==> config.mk <==
export PLATFORM = sky130hd
export DESIGN_NAME = ks_pipe_sub
export DESIGN_NICKNAME = d
export VERILOG_FILES = /design/src/rtl/ks_pipe_sub.sv
export SDC_FILE = /design/constraint.sdc
export NUM_CORES = 1
export LEC_CHECK = 0
export CAP_MARGIN = 5
export CORE_MARGIN = 3
export CORE_UTILIZATION = 57
export CTS_CLUSTER_DIAMETER = 150
export DETAILED_ROUTE_END_ITERATION = 12
export PLACE_DENSITY_LB_ADDON = 0.1
export SYNTH_ARGS = -nofsm -noshare
export SYNTH_HDL_FRONTEND = slang
export SYNTH_SLANG_ARGS = --single-unit
==> constraint.sdc <==
create_clock -name clk -period 4.44 [get_ports clk]
set_input_delay 0.666 -clock clk [delete_from_list [all_inputs] [get_ports clk]]
set_output_delay 0.666 -clock clk [all_outputs]
set_load 0.03 [all_outputs]
==> src/rtl/ks_pipe_sub.sv <==
// Pipelined Kogge-Stone subtractor: diff = a - b - bin with a valid/ready pipeline of level+2 stages.
// Define KS_SUB_OVF_EN to add the registered two's-complement overflow output ovf.
module ks_pipe_sub #(
  parameter int size  = 16,
  parameter int level = 4
) (
  input  logic          clk,
  input  logic          rst_n,
  input  logic          in_valid,
  output logic          in_ready,
  input  logic [size:1] a,
  input  logic [size:1] b,
  input  logic          bin,
  output logic          out_valid,
  input  logic          out_ready,
  output logic [size:1] diff,
  output logic          bout
`ifdef KS_SUB_OVF_EN
  ,
  output logic          ovf
`endif
);

  logic          en;
  logic [size:1] p_in, g_in;

  // Prefix network state: position 0 is the carry-in (g = ~bin, p = 0),
  // positions 1..size-1 are the operand bits below the MSB.
  logic [size-1:0] gs [0:level];
  logic [size-1:0] ps [0:level-1];
  logic [size-1:0] gn [1:level];
  logic [size-1:0] pn [1:level-1];

  // Bitwise propagate for the sum and the MSB generate ride along unmodified.
  logic [size:1]   xp [0:level];
  logic [level:0]  xg;
  logic [level:0]  vld;

`ifdef KS_SUB_OVF_EN
  logic [level:0]  sa, sb;
`endif

  assign en       = ~out_valid | out_ready;
  // Operands seen during reset are dropped, so the block always looks ready then.
  assign in_ready = en | ~rst_n;

  assign p_in = a ^ ~b;
  assign g_in = a & ~b;

  for (genvar m = 1; m <= level; m++) begin : g_lvl
    for (genvar i = 0; i < size; i++) begin : g_bit
      if (i >= (1 << (m - 1))) begin : g_op
        assign gn[m][i] = gs[m-1][i] | (ps[m-1][i] & gs[m-1][i-(1<<(m-1))]);
        if (m < level) begin : g_p
          assign pn[m][i] = ps[m-1][i] & ps[m-1][i-(1<<(m-1))];
        end
      end else begin : g_pass
        assign gn[m][i] = gs[m-1][i];
        if (m < level) begin : g_p
          assign pn[m][i] = ps[m-1][i];
        end
      end
    end
  end

  // NOTE: datapath registers carry no reset; the valid bits alone decide whether
  // their contents mean anything, which keeps reset fan-out off the wide buses.
  always_ff @(posedge clk) begin
    if (en) begin
      gs[0] <= {g_in[size-1:1], ~bin};
      ps[0] <= {p_in[size-1:1], 1'b0};
      xp[0] <= p_in;
      xg[0] <= g_in[size];
`ifdef KS_SUB_OVF_EN
      sa[0] <= a[size];
      sb[0] <= b[size];
`endif
      for (int k = 1; k <= level; k++) begin
        gs[k] <= gn[k];
        xp[k] <= xp[k-1];
        xg[k] <= xg[k-1];
`ifdef KS_SUB_OVF_EN
        sa[k] <= sa[k-1];
        sb[k] <= sb[k-1];
`endif
      end
      for (int k = 1; k < level; k++) begin
        ps[k] <= pn[k];
      end
    end
  end

  // gs[level][i] is the carry out of bit i; the MSB carry is resolved here.
  always_ff @(posedge clk) begin
    if (!rst_n) begin
      vld       <= '0;
      out_valid <= 1'b0;
      diff      <= '0;
      bout      <= 1'b0;
`ifdef KS_SUB_OVF_EN
      ovf       <= 1'b0;
`endif
    end else if (en) begin
      vld       <= {vld[level-1:0], in_valid};
      out_valid <= vld[level];
      diff      <= xp[level] ^ gs[level];
      bout      <= ~(xg[level] | (xp[level][size] & gs[level][size-1]));
`ifdef KS_SUB_OVF_EN
      ovf       <= (sa[level] ^ sb[level]) &
                   (sa[level] ^ xp[level][size] ^ gs[level][size-1]);
`endif
    end
  end

endmodule

## After elaboration in Yosys (flattened, before gate mapping)

Memories as Yosys holds them, arrays and structs flattened.
Index checks and enable logic that the tools add are counted.

- Bitwise operators: 151
- Muxes and demuxes: 2

Operators by type and width:

| operator | count |
|---|---|
| $and 1x1->1 | 91 |
| $or 1x1->1 | 52 |
| $xor 16x16->16 | 2 |
| $and 16x16->16 | 1 |
| $not 16->16 | 1 |
| $not 1->1 | 4 |
| $mux 1 | 2 |

- Register bits after elaboration: 28
- Memory bits (writable): 224
- Output and inout port bits: 19
- Input bits: 37
- Memories kept: 3
- Logic and storage cells: 161

Memory list:

| name | depth | width | rd ports | clocked after Yosys merged registers in | wr ports | RTL line | text |
|---|---|---|---|---|---|---|---|
| gs | 5 | 16 | 5 | 0 | 5 | 29 | `logic [size-1:0] gs [0:level];` |
| xp | 5 | 16 | 5 | 0 | 5 | 35 | `logic [size:1] xp [0:level];` |
| ps | 4 | 16 | 4 | 0 | 4 | 30 | `logic [size-1:0] ps [0:level-1];` |

## Longest topological paths before layout

Gate-level depths: netlist of the first run.

- Depth after elaboration: 4
- Gate-level depth with buffers: 5
- Gate-level depth less buffers: 4

## Worst setup path after synthesis of the first run

OpenSTA, ideal clock, no wires.

- Path kind: input to register
- Start: in out_ready
- End: mem gs[0][0] (enable)
- Setup slack: 746 ps
- Path buffers: 1
- Data arrival time: 3220 ps
- Cell stages on the path: 3
- Data required time: 3966 ps
- Library setup time: 474 ps
- Cell sequence: nor2b_4 -> inv_2 -> buf_2

RTL lines:

| what | RTL line | text |
|---|---|---|
| start, declared | 15 | `input logic out_ready,` |
| end, declared | 29 |  |

## Worst setup path after layout of the first run

- Start: in rst_n
- End: out in_ready

- Word-level cells in the longest chain between the ends: 2

RTL lines:

| what | RTL line | text |
|---|---|---|
| start, declared | 8 | `input logic rst_n,` |
| $not 1->1 | 45 | `assign in_ready = en \| ~rst_n;` |
| $or 1x1->1 | 45 |  |
| end, declared | 10 | `output logic in_ready,` |

Every way passes these cells.

==> results of run 1 <==
==> layout by cell type (no fill, tap or decap), drive strengths merged <==
master	n
edfxtp	199
clkdlybuf4s50	55
a21o	49
and2	34
clkbuf	34
dfxtp	23
inv	18
ha	17
xnor2	15
a21oi	15
o21ai	15
nand2	14
a21boi	7
clkinv	6
buf	2
nor2b	1
o21a	1
or3	1
clkinvlp	1
==> metrics by stage <==
stage / setup slack, ns / total power [mW] / area, um2
3_5_place_dp: 1.50 / 2.93 / 8510
3_3_place_gp: 1.53 / 2.91 / 8510
4_1_cts: 1.51 / 4.63 / 9200
5_1_grt: 1.41 / 4.78 / 9200
2_1_floorplan: 0.746 / 2.78 / 7740
6_report: 1.51 / 4.59 / 9200
==> metal layers <==
| metal | track usage, % | vias to the layer above | wire (um) |
|---|---|---|---|
| li1 | - | 1705 | - |
| met1 | 18.9 | 1649 | 4460 |
| met2 | 23.5 | 73 | 5000 |
| met3 | 2.76 | 17 | 516 |
| met4 | 4.34 | 0 | 191 |
| met5 | 0 | - | 0 |
==> layout make-up <==
class	instances	area, um2	share of cell area [%]
tap	172	215	2.34
clock inverter	7	41.3	0.449
multi-input combinational	169	1210	13.1
timing repair buffer	57	578	6.28
clock buffer	34	647	7.03
sequential	222	6440	70.0
inverter	18	75.1	0.816
==> worst min-delay path by stage <==
stage / cells past startpoint / end / start
4_1_cts: 0 / xp[0][47]$_DFFE_PP_ / xp[0][31]$_DFFE_PP_
3_5_place_dp: 0 / xp[0][38]$_DFFE_PP_ / xp[0][22]$_DFFE_PP_
3_3_place_gp: 0 / xp[0][31]$_DFFE_PP_ / xp[0][15]$_DFFE_PP_
5_1_grt: 0 / xp[0][61]$_DFFE_PP_ / xp[0][45]$_DFFE_PP_
2_1_floorplan: 0 / xg[1]$_DFFE_PP_ / xg[0]$_DFFE_PP_
6_report: 0 / xp[0][38]$_DFFE_PP_ / xp[0][22]$_DFFE_PP_
==> cell usage after synthesis <==
master | instances | area [um2]
a21boi_1 | 1 | 7.51
xnor2_1 | 15 | 131
nor2b_4 | 1 | 13.8
o21ai_1 | 1 | 5.00
o21a_1 | 1 | 7.51
a21oi_1 | 15 | 75.1
buf_6 | 1 | 11.3
ha_1 | 17 | 213
a21boi_0 | 6 | 45.0
edfxtp_1 | 199 | 5980
o21ai_0 | 14 | 70.1
dfxtp_1 | 23 | 460
clkbuf_1 | 2 | 7.51
buf_2 | 3 | 15.0
nand2_1 | 14 | 52.6
and2_1 | 34 | 213
a21o_1 | 49 | 368
inv_1 | 17 | 63.8
inv_2 | 1 | 3.75
or3_1 | 1 | 6.26
==> power breakdown <==
| group | internal (mW) | switching (mW) |
|---|---|---|
| logic | 0.144 | 0.112 |
| clock network | 1.01 | 0.702 |
| registers | 2.52 | 0.105 |
| total | 3.67 | 0.919 |
==> kinds of logic (layout without fill, tap and decap cells) <==
logic type	after synthesis	after routing	share of synthesized area (%)
DFF	222	222	83.1
AOI/OAI and AO/OA	87	87	7.46
and+or+nand+nor	50	50	3.68
buffers and inverters	24	116	1.31
adders and majority gates	17	17	2.75
xor gates and xnor gates	15	15	1.70
==> state kept, by name (all words and copies together), names as in the netlist <==
name / flops
diff: 16
vld: 5
bout: 1
xp: 80
ps: 34
out_valid: 1
gs: 80
xg: 5
==> results.sh, run 1 <==
export IMPL_place_gp_congestion=0.725
export IMPL_final_util_pct=71.2
export IMPL_path_class="input pin to primary output"
export IMPL_critPathBufInv=2
export IMPL_fin_hold_ws_ns=0.417
export IMPL_slew_viol_final=0
export IMPL_avgSynthCellArea_um2=18.7
export IMPL_period_needed_ns=2.93
export IMPL_setup_viol=0
export IMPL_placed_cells=638
export IMPL_die_w_um=123
export IMPL_die_area_um2=15000
export IMPL_drv_cap=0
export IMPL_slowest_stage="clkdlybuf4s50_1"
export IMPL_synthCells=415
export IMPL_cp_start_kind="input pin"
export IMPL_antenna_found_initial=0
export IMPL_setup_tns_ns=0
export IMPL_fp_row_count=41
export IMPL_cts_tree="built"
export IMPL_initial_utilization_pct=59.9
export IMPL_ys_warnings_count=0
export IMPL_syn_nets=469
export IMPL_p_per_area_nw_per_um2=498
export IMPL_slew_limit_headroom_pct=36.4
export IMPL_p_leak_nw=3.77
export IMPL_ant_nets=0
export IMPL_via_per_inst=5.07
export IMPL_end_kind="primary output"
export IMPL_wirelength_um=10200
export IMPL_clock_skew_ns=0.0103
export IMPL_ff2ff_setup_slack_ns=2.51
export IMPL_worstRegToRegCells=3
export IMPL_drc=0
export IMPL_grt_max_degree=159
export IMPL_synthToLayoutAreaGrowth_pct=18.8
export IMPL_dp_hpwl_um=6460
export IMPL_initialDrtViolationCount=277
export IMPL_die_y_um=123
export IMPL_max_stage_delay_ns=0.74
export IMPL_worst_slew_pin_slew_ns=0.954
export IMPL_clock_path_buffers=3
export IMPL_crit_chain="clkdlybuf4s50_1 > nand2_1 > clkdlybuf4s50_1"
export IMPL_worstHoldPathType="register to register"
export IMPL_grt_setup_unrepaired="false"
export IMPL_max_freq_ghz=0.341
export IMPL_crit_family="buffers and inverters"
export IMPL_vias=3444
export IMPL_synth_cell_types=20
export IMPL_period_share_pct=66.0
export IMPL_post_cts_buffers=0
export IMPL_drive_gt1_share_pct=6.51
export IMPL_cts_max_level=1
export IMPL_cts_clk_slew_worst_paths_ns=0.06
export IMPL_r2r_end="xp[0][58]$_DFFE_PP_"
export IMPL_worstSetupStartpoint="rst_n"
export IMPL_finalNetCount=545
export IMPL_num_antenna_cells=0
export IMPL_io_pins=56
export IMPL_critPathRequiredTime_ns=3.77
export IMPL_grt_first_pass_wirelength_um=16500
export IMPL_status="finished clean"
export IMPL_crit_fanout=24
export IMPL_grt_pass1_vias=3392
export IMPL_r2r_start="out_valid$_SDFFE_PN0P_"
export IMPL_nFillCells=858
export IMPL_cp_arrival_ns=2.26
export IMPL_yosysSeqAreaShare_pct=83.1
export IMPL_io_buffer_count=55
export IMPL_vdd_drop_max_v=0.000250
export IMPL_cts_resized=0
export IMPL_grt_overflow=0
export IMPL_grt_total_usage_pct=14.1
export IMPL_worstSkewPairLatency_ns=0.48
export IMPL_clock_sinks=222
export IMPL_firstDrtPassIters=4
export IMPL_hold_viol=0
export IMPL_cts_buffers_inserted=23
export IMPL_final_cells=679
export IMPL_core_area_um2=12900
export IMPL_crit_path_end="in_ready"
export IMPL_wl_per_cell_um=15.0
export IMPL_clock_root_buffer="clkbuf_16"
export IMPL_cp_num_cells=3
export IMPL_path_common_cell="clkdlybuf4s50_1"
export IMPL_hold_buffers=0
export IMPL_ys_seq_elements=222
export IMPL_syn_area_um2=7740
No activity file was read; power rests on OpenSTA's default activity.
==> run 2, diff against run 1 <==
==> constraint.sdc (replaced) <==
create_clock -name clk -period 2.7 [get_ports clk]
set_input_delay 0.405 -clock clk [delete_from_list [all_inputs] [get_ports clk]]
set_output_delay 0.405 -clock clk [all_outputs]
set_load 0.03 [all_outputs]
==> results.sh, run 2 (synthesis results as in run 1) <==
export IMPL_status="finished clean"
export IMPL_path_class="input pin to primary output"
export IMPL_setup_viol=0
export IMPL_grt_pass1_vias=3448
export IMPL_hold_viol=0
export IMPL_period_share_pct=83.2
export IMPL_vdd_drop_max_v=0.000450
export IMPL_ant_nets=0
export IMPL_drv_cap=0
export IMPL_p_per_area_nw_per_um2=807
export IMPL_grt_setup_unrepaired="false"
export IMPL_die_area_um2=15000
export IMPL_critPathRequiredTime_ns=2.30
export IMPL_fp_row_count=41
export IMPL_hold_buffers=0
export IMPL_post_place_ws_ns=0.453
export IMPL_die_w_um=123
export IMPL_clock_root_buffer="clkbuf_16"
export IMPL_cts_max_level=1
export IMPL_place_gp_congestion=0.740
export IMPL_fin_area_um2=9210
export IMPL_cts_tree="built"
export IMPL_wirelength_um=10100
export IMPL_final_cell_mix="199 x edfxtp_1, 55 x clkdlybuf4s50_1, 49 x a21o_1"
export IMPL_io_pins=56
export IMPL_path_common_cell="clkdlybuf4s50_1"
export IMPL_max_stage_delay_ns=0.59
export IMPL_initialDrtViolationCount=248
export IMPL_setup_tns_ns=0
export IMPL_clock_skew_ns=0.00900
export IMPL_fin_ws_ns=0.453
export IMPL_critPathBufInv=2
export IMPL_cts_clk_slew_worst_paths_ns=0.06
export IMPL_cp_start_kind="input pin"
export IMPL_cp_arrival_ns=1.84
export IMPL_crit_fanout=11
export IMPL_num_antenna_cells=0
export IMPL_grt_max_degree=83
export IMPL_end_kind="primary output"
export IMPL_final_common_cell="edfxtp_1"
export IMPL_core_area_um2=12900
export IMPL_fin_hold_ws_ns=0.413
export IMPL_worst_slew_pin_slew_ns=0.498
export IMPL_grt_overflow=0
export IMPL_grt_first_pass_wirelength_um=16800
export IMPL_finalNetCount=547
export IMPL_clock_path_buffers=3
export IMPL_placed_cells=642
export IMPL_synthToLayoutAreaGrowth_pct=18.9
export IMPL_die_y_um=123
export IMPL_crit_chain="clkdlybuf4s50_1 > nor2b_4 > nand2_1 > clkdlybuf4s50_1"
export IMPL_via_per_inst=5.02
export IMPL_slew_viol_final=0
export IMPL_slowest_stage="clkdlybuf4s50_1"
export IMPL_crit_family="buffers and inverters"
export IMPL_drc=0
export IMPL_clock_sinks=222
export IMPL_final_cells=679
export IMPL_drive_gt1_share_pct=7.10
export IMPL_slew_limit_headroom_pct=66.8
export IMPL_period_needed_ns=2.25
export IMPL_cts_resized=0
export IMPL_initial_utilization_pct=59.9
export IMPL_dp_hpwl_um=6450
export IMPL_worstSkewPairLatency_ns=0.48
export IMPL_grt_total_usage_pct=14.4
export IMPL_firstDrtPassIters=4
export IMPL_placed_cell_area_um2=8570
export IMPL_max_freq_ghz=0.445
export IMPL_p_leak_nw=3.78
export IMPL_final_util_pct=71.3
export IMPL_antenna_found_initial=0
export IMPL_post_cts_buffers=0
export IMPL_power_mw=7.44
export IMPL_worstHoldPathType="register to register"
export IMPL_io_buffer_count=55
export IMPL_wl_per_cell_um=14.8
export IMPL_cts_buffers_inserted=21
export IMPL_vias=3408
export IMPL_top_regs="gs (80), xp (80), ps (34)"
-- run 2: cell count changes in the layout (fill, tap and decap cells not counted) --
cell        change
buf_12          +2
buf_4           +2
bufinv_16       +1
clkbuf_1        -1
clkbuf_16       -2
clkinv_1        -2
clkinv_2        +2
clkinv_8        -1
clkinvlp_2      -1
-- run 2: where the power goes --
| part | leakage (nW) | internal (mW) | switching (mW) |
|---|---|---|---|
| combinational | 1.08 | 0.238 | 0.182 |
| sequential | 2.39 | 4.14 | 0.167 |
| clock | 0.318 | 1.61 | 1.10 |
| total | 3.78 | 5.98 | 1.45 |
-- run 2: worst paths after layout --
check             cells past startpoint              startpoint                  end  slack [ns]
hold / removal                        0     xp[0][51]$_DFFE_PP_  xp[0][67]$_DFFE_PP_        0.41
hold reg to reg                       0     xp[0][51]$_DFFE_PP_  xp[0][67]$_DFFE_PP_        0.41
setup reg to reg                      3  out_valid$_SDFFE_PN0P_  gs[0][52]$_DFFE_PP_        1.16
setup / recovery                      4               out_ready             in_ready        0.45
-- run 2: layer usage --
layer / GRT usage, % / up-vias / wire length (um)
met5: 0 / - / 0
met4: 4.83 / 0 / 204
met3: 3.36 / 16 / 553
met2: 24.4 / 73 / 4980
met1: 18.6 / 1612 / 4320
li1: - / 1707 / -
-- run 2: final cells by class --
type / count / area, um2
Clock buffer: 31 / 593
Fill cell: 847 / 3710
Inverter: 18 / 75.1
Timing Repair Buffer: 61 / 633
Clock inverter: 6 / 52.6
Tap cell: 172 / 215
Multi-Input combinational cell: 169 / 1210
Sequential cell: 222 / 6440
==> run 3, diff against run 2 <==
--- a/config.mk
+++ b/config.mk
@@ -7,7 +7,7 @@
 export LEC_CHECK = 0
 export CAP_MARGIN = 5
 export CORE_MARGIN = 3
-export CORE_UTILIZATION = 57
+export CORE_UTILIZATION = 52
 export CTS_CLUSTER_DIAMETER = 150
 export DETAILED_ROUTE_END_ITERATION = 12
 export PLACE_DENSITY_LB_ADDON = 0.1
==> constraint.sdc (replaced) <==
create_clock -name clk -period 1.9 [get_ports clk]
set_input_delay 0.285 -clock clk [delete_from_list [all_inputs] [get_ports clk]]
set_output_delay 0.285 -clock clk [all_outputs]
set_load 0.03 [all_outputs]
==> results.sh, run 3 (synthesis results as in run 1) <==
export IMPL_use_met2_pct=20.5
export IMPL_crit_family="buffers and inverters"
export IMPL_worst_hold_path_num_cells=2
export IMPL_grt_overflow=0
export IMPL_vias=3439
export IMPL_final_util_pct=65.6
export IMPL_placed_cells=653
export IMPL_crit_chain="clkdlybuf4s50_1"
export IMPL_clock_skew_ns=0.00644
export IMPL_finalNetCount=551
export IMPL_num_antenna_cells=0
export IMPL_fp_row_count=43
export IMPL_final_cell_mix="199 x edfxtp_1, 54 x clkdlybuf4s50_1, 49 x a21o_1"
export IMPL_max_stage_delay_ns=0.67
export IMPL_place_gp_congestion=0.717
export IMPL_p_per_area_nw_per_um2=1150
export IMPL_post_place_ws_ns=0.0696
export IMPL_cts_tree="built"
export IMPL_dp_hpwl_um=6790
export IMPL_worstHoldPathType="input pin to register"
export IMPL_post_cts_buffers=0
export IMPL_die_w_um=128
export IMPL_io_buffer_count=55
export IMPL_antenna_found_initial=0
export IMPL_r2r_start="out_valid$_SDFFE_PN0P_"
export IMPL_initialDrtViolationCount=226
export IMPL_grt_total_usage_pct=12.8
export IMPL_setup_viol=0
export IMPL_setup_tns_ns=0
export IMPL_path_class="register to primary output"
export IMPL_r2r_end="diff[16]$_SDFFE_PN0P_"
export IMPL_min_to="gs[0][0]$_DFFE_PP_"
export IMPL_cts_clk_slew_worst_paths_ns=0.06
export IMPL_clock_root_buffer="clkbuf_16"
export IMPL_top_regs="gs (80), xp (80), ps (34)"
export IMPL_status="finished clean"
export IMPL_max_freq_ghz=0.560
export IMPL_fin_ws_ns=0.115
export IMPL_busiest_layer="met2"
export IMPL_worstSkewPairLatency_ns=0.49
export IMPL_grt_max_degree=59
export IMPL_cp_start_kind="register"
export IMPL_period_share_pct=93.9
export IMPL_die_y_um=128
export IMPL_grt_first_pass_wirelength_um=16800
export IMPL_critPathBufInv=1
export IMPL_drc=0
export IMPL_drive_gt1_share_pct=7.60
export IMPL_final_common_cell="edfxtp_1"
export IMPL_hold_viol=0
export IMPL_cts_resized=0
export IMPL_critPathRequiredTime_ns=1.62
export IMPL_grt_setup_unrepaired="false"
export IMPL_slew_viol_final=0
export IMPL_clock_sinks=222
export IMPL_wl_per_cell_um=14.6
export IMPL_clock_path_buffers=3
export IMPL_slew_limit_headroom_pct=74.9
export IMPL_synthToLayoutAreaGrowth_pct=20.4
export IMPL_cts_buffers_inserted=22
export IMPL_via_per_inst=4.96
export IMPL_die_area_um2=16400
export IMPL_io_pins=56
export IMPL_initial_utilization_pct=54.5
export IMPL_worstRegToRegCells=5
export IMPL_cts_max_level=1
export IMPL_grt_pass1_vias=3353
export IMPL_end_kind="primary output"
export IMPL_placed_cell_area_um2=8630
export IMPL_p_leak_nw=3.83
export IMPL_vdd_drop_max_v=0.000622
export IMPL_wirelength_um=10100
export IMPL_slowest_stage="clkdlybuf4s50_1"
export IMPL_firstDrtPassIters=6
export IMPL_cp_arrival_ns=1.50
export IMPL_worst_slew_pin_slew_ns=0.377
export IMPL_gr_usage_met1_pct=17.6
export IMPL_ff2ff_setup_slack_ns=0.50
export IMPL_crit_fanout=2
export IMPL_period_needed_ns=1.79
export IMPL_final_cells=693
export IMPL_ant_nets=0
export IMPL_grt_use_met3_pct=2.54
export IMPL_min_from="bin"
export IMPL_hold_buffers=0
export IMPL_drv_cap=0
export IMPL_fin_area_um2=9320
export IMPL_core_area_um2=14200
==> run 3: cell types whose count changed in the layout (fill, tap and decap cells not counted), sizes merged <==
cell,previous run,this run
buf,6,10
clkinv,5,4
clkbuf,31,35
clkdlybuf4s50,55,54
==> run 3: per-layer routing <==
| layer | up-vias | wire length [um] |
|---|---|---|
| li1 | 1724 | - |
| met1 | 1623 | 4600 |
| met2 | 72 | 4750 |
| met3 | 20 | 494 |
| met4 | 0 | 260 |
| met5 | - | 0 |
==> run 3: power by group <==
part | internal (mW) | total [mW] | switching [mW]
Combinational | 0.339 | 0.596 | 0.258
Clock | 2.44 | 4.03 | 1.59
Sequential | 5.88 | 6.12 | 0.240
Total | 8.65 | 10.7 | 2.09
==> run 3: per-stage QoR <==
| step | power [mW] | hold WS, ns |
|---|---|---|
| finish | 10.7 | 0.353 |
| global route | 11.2 | 0.363 |
| CTS | 10.9 | 0.337 |
| detailed placement | 6.83 | 0.405 |
| global placement | 6.81 | 0.405 |
| floorplan | 6.49 | 0.400 |
==> run 3: layout make-up <==
class,count,area (um2)
Sequential cell,222,6440
Fill cell,1025,4880
Multi-Input combinational cell,169,1210
Timing Repair Buffer,64,691
Clock buffer,35,641
Tap cell,180,225
Inverter,18,75.1
Clock inverter,5,46.3
==> run 3: worst max-delay path by stage <==
| stage | from | end | depth (start not counted) |
|---|---|---|---|
| CTS | out_valid$_SDFFE_PN0P_ | out_valid | 1 |
| global placement | out_ready | xp[0][7]$_DFFE_PP_ | 4 |
| finish | diff[15]$_SDFFE_PN0P_ | diff[15] | 1 |
| floorplan | out_valid$_SDFFE_PN0P_ | gs[0][0]$_DFFE_PP_ | 3 |
| global route | diff[15]$_SDFFE_PN0P_ | diff[15] | 1 |
| detailed placement | out_ready | diff[16]$_SDFFE_PN0P_ | 6 |
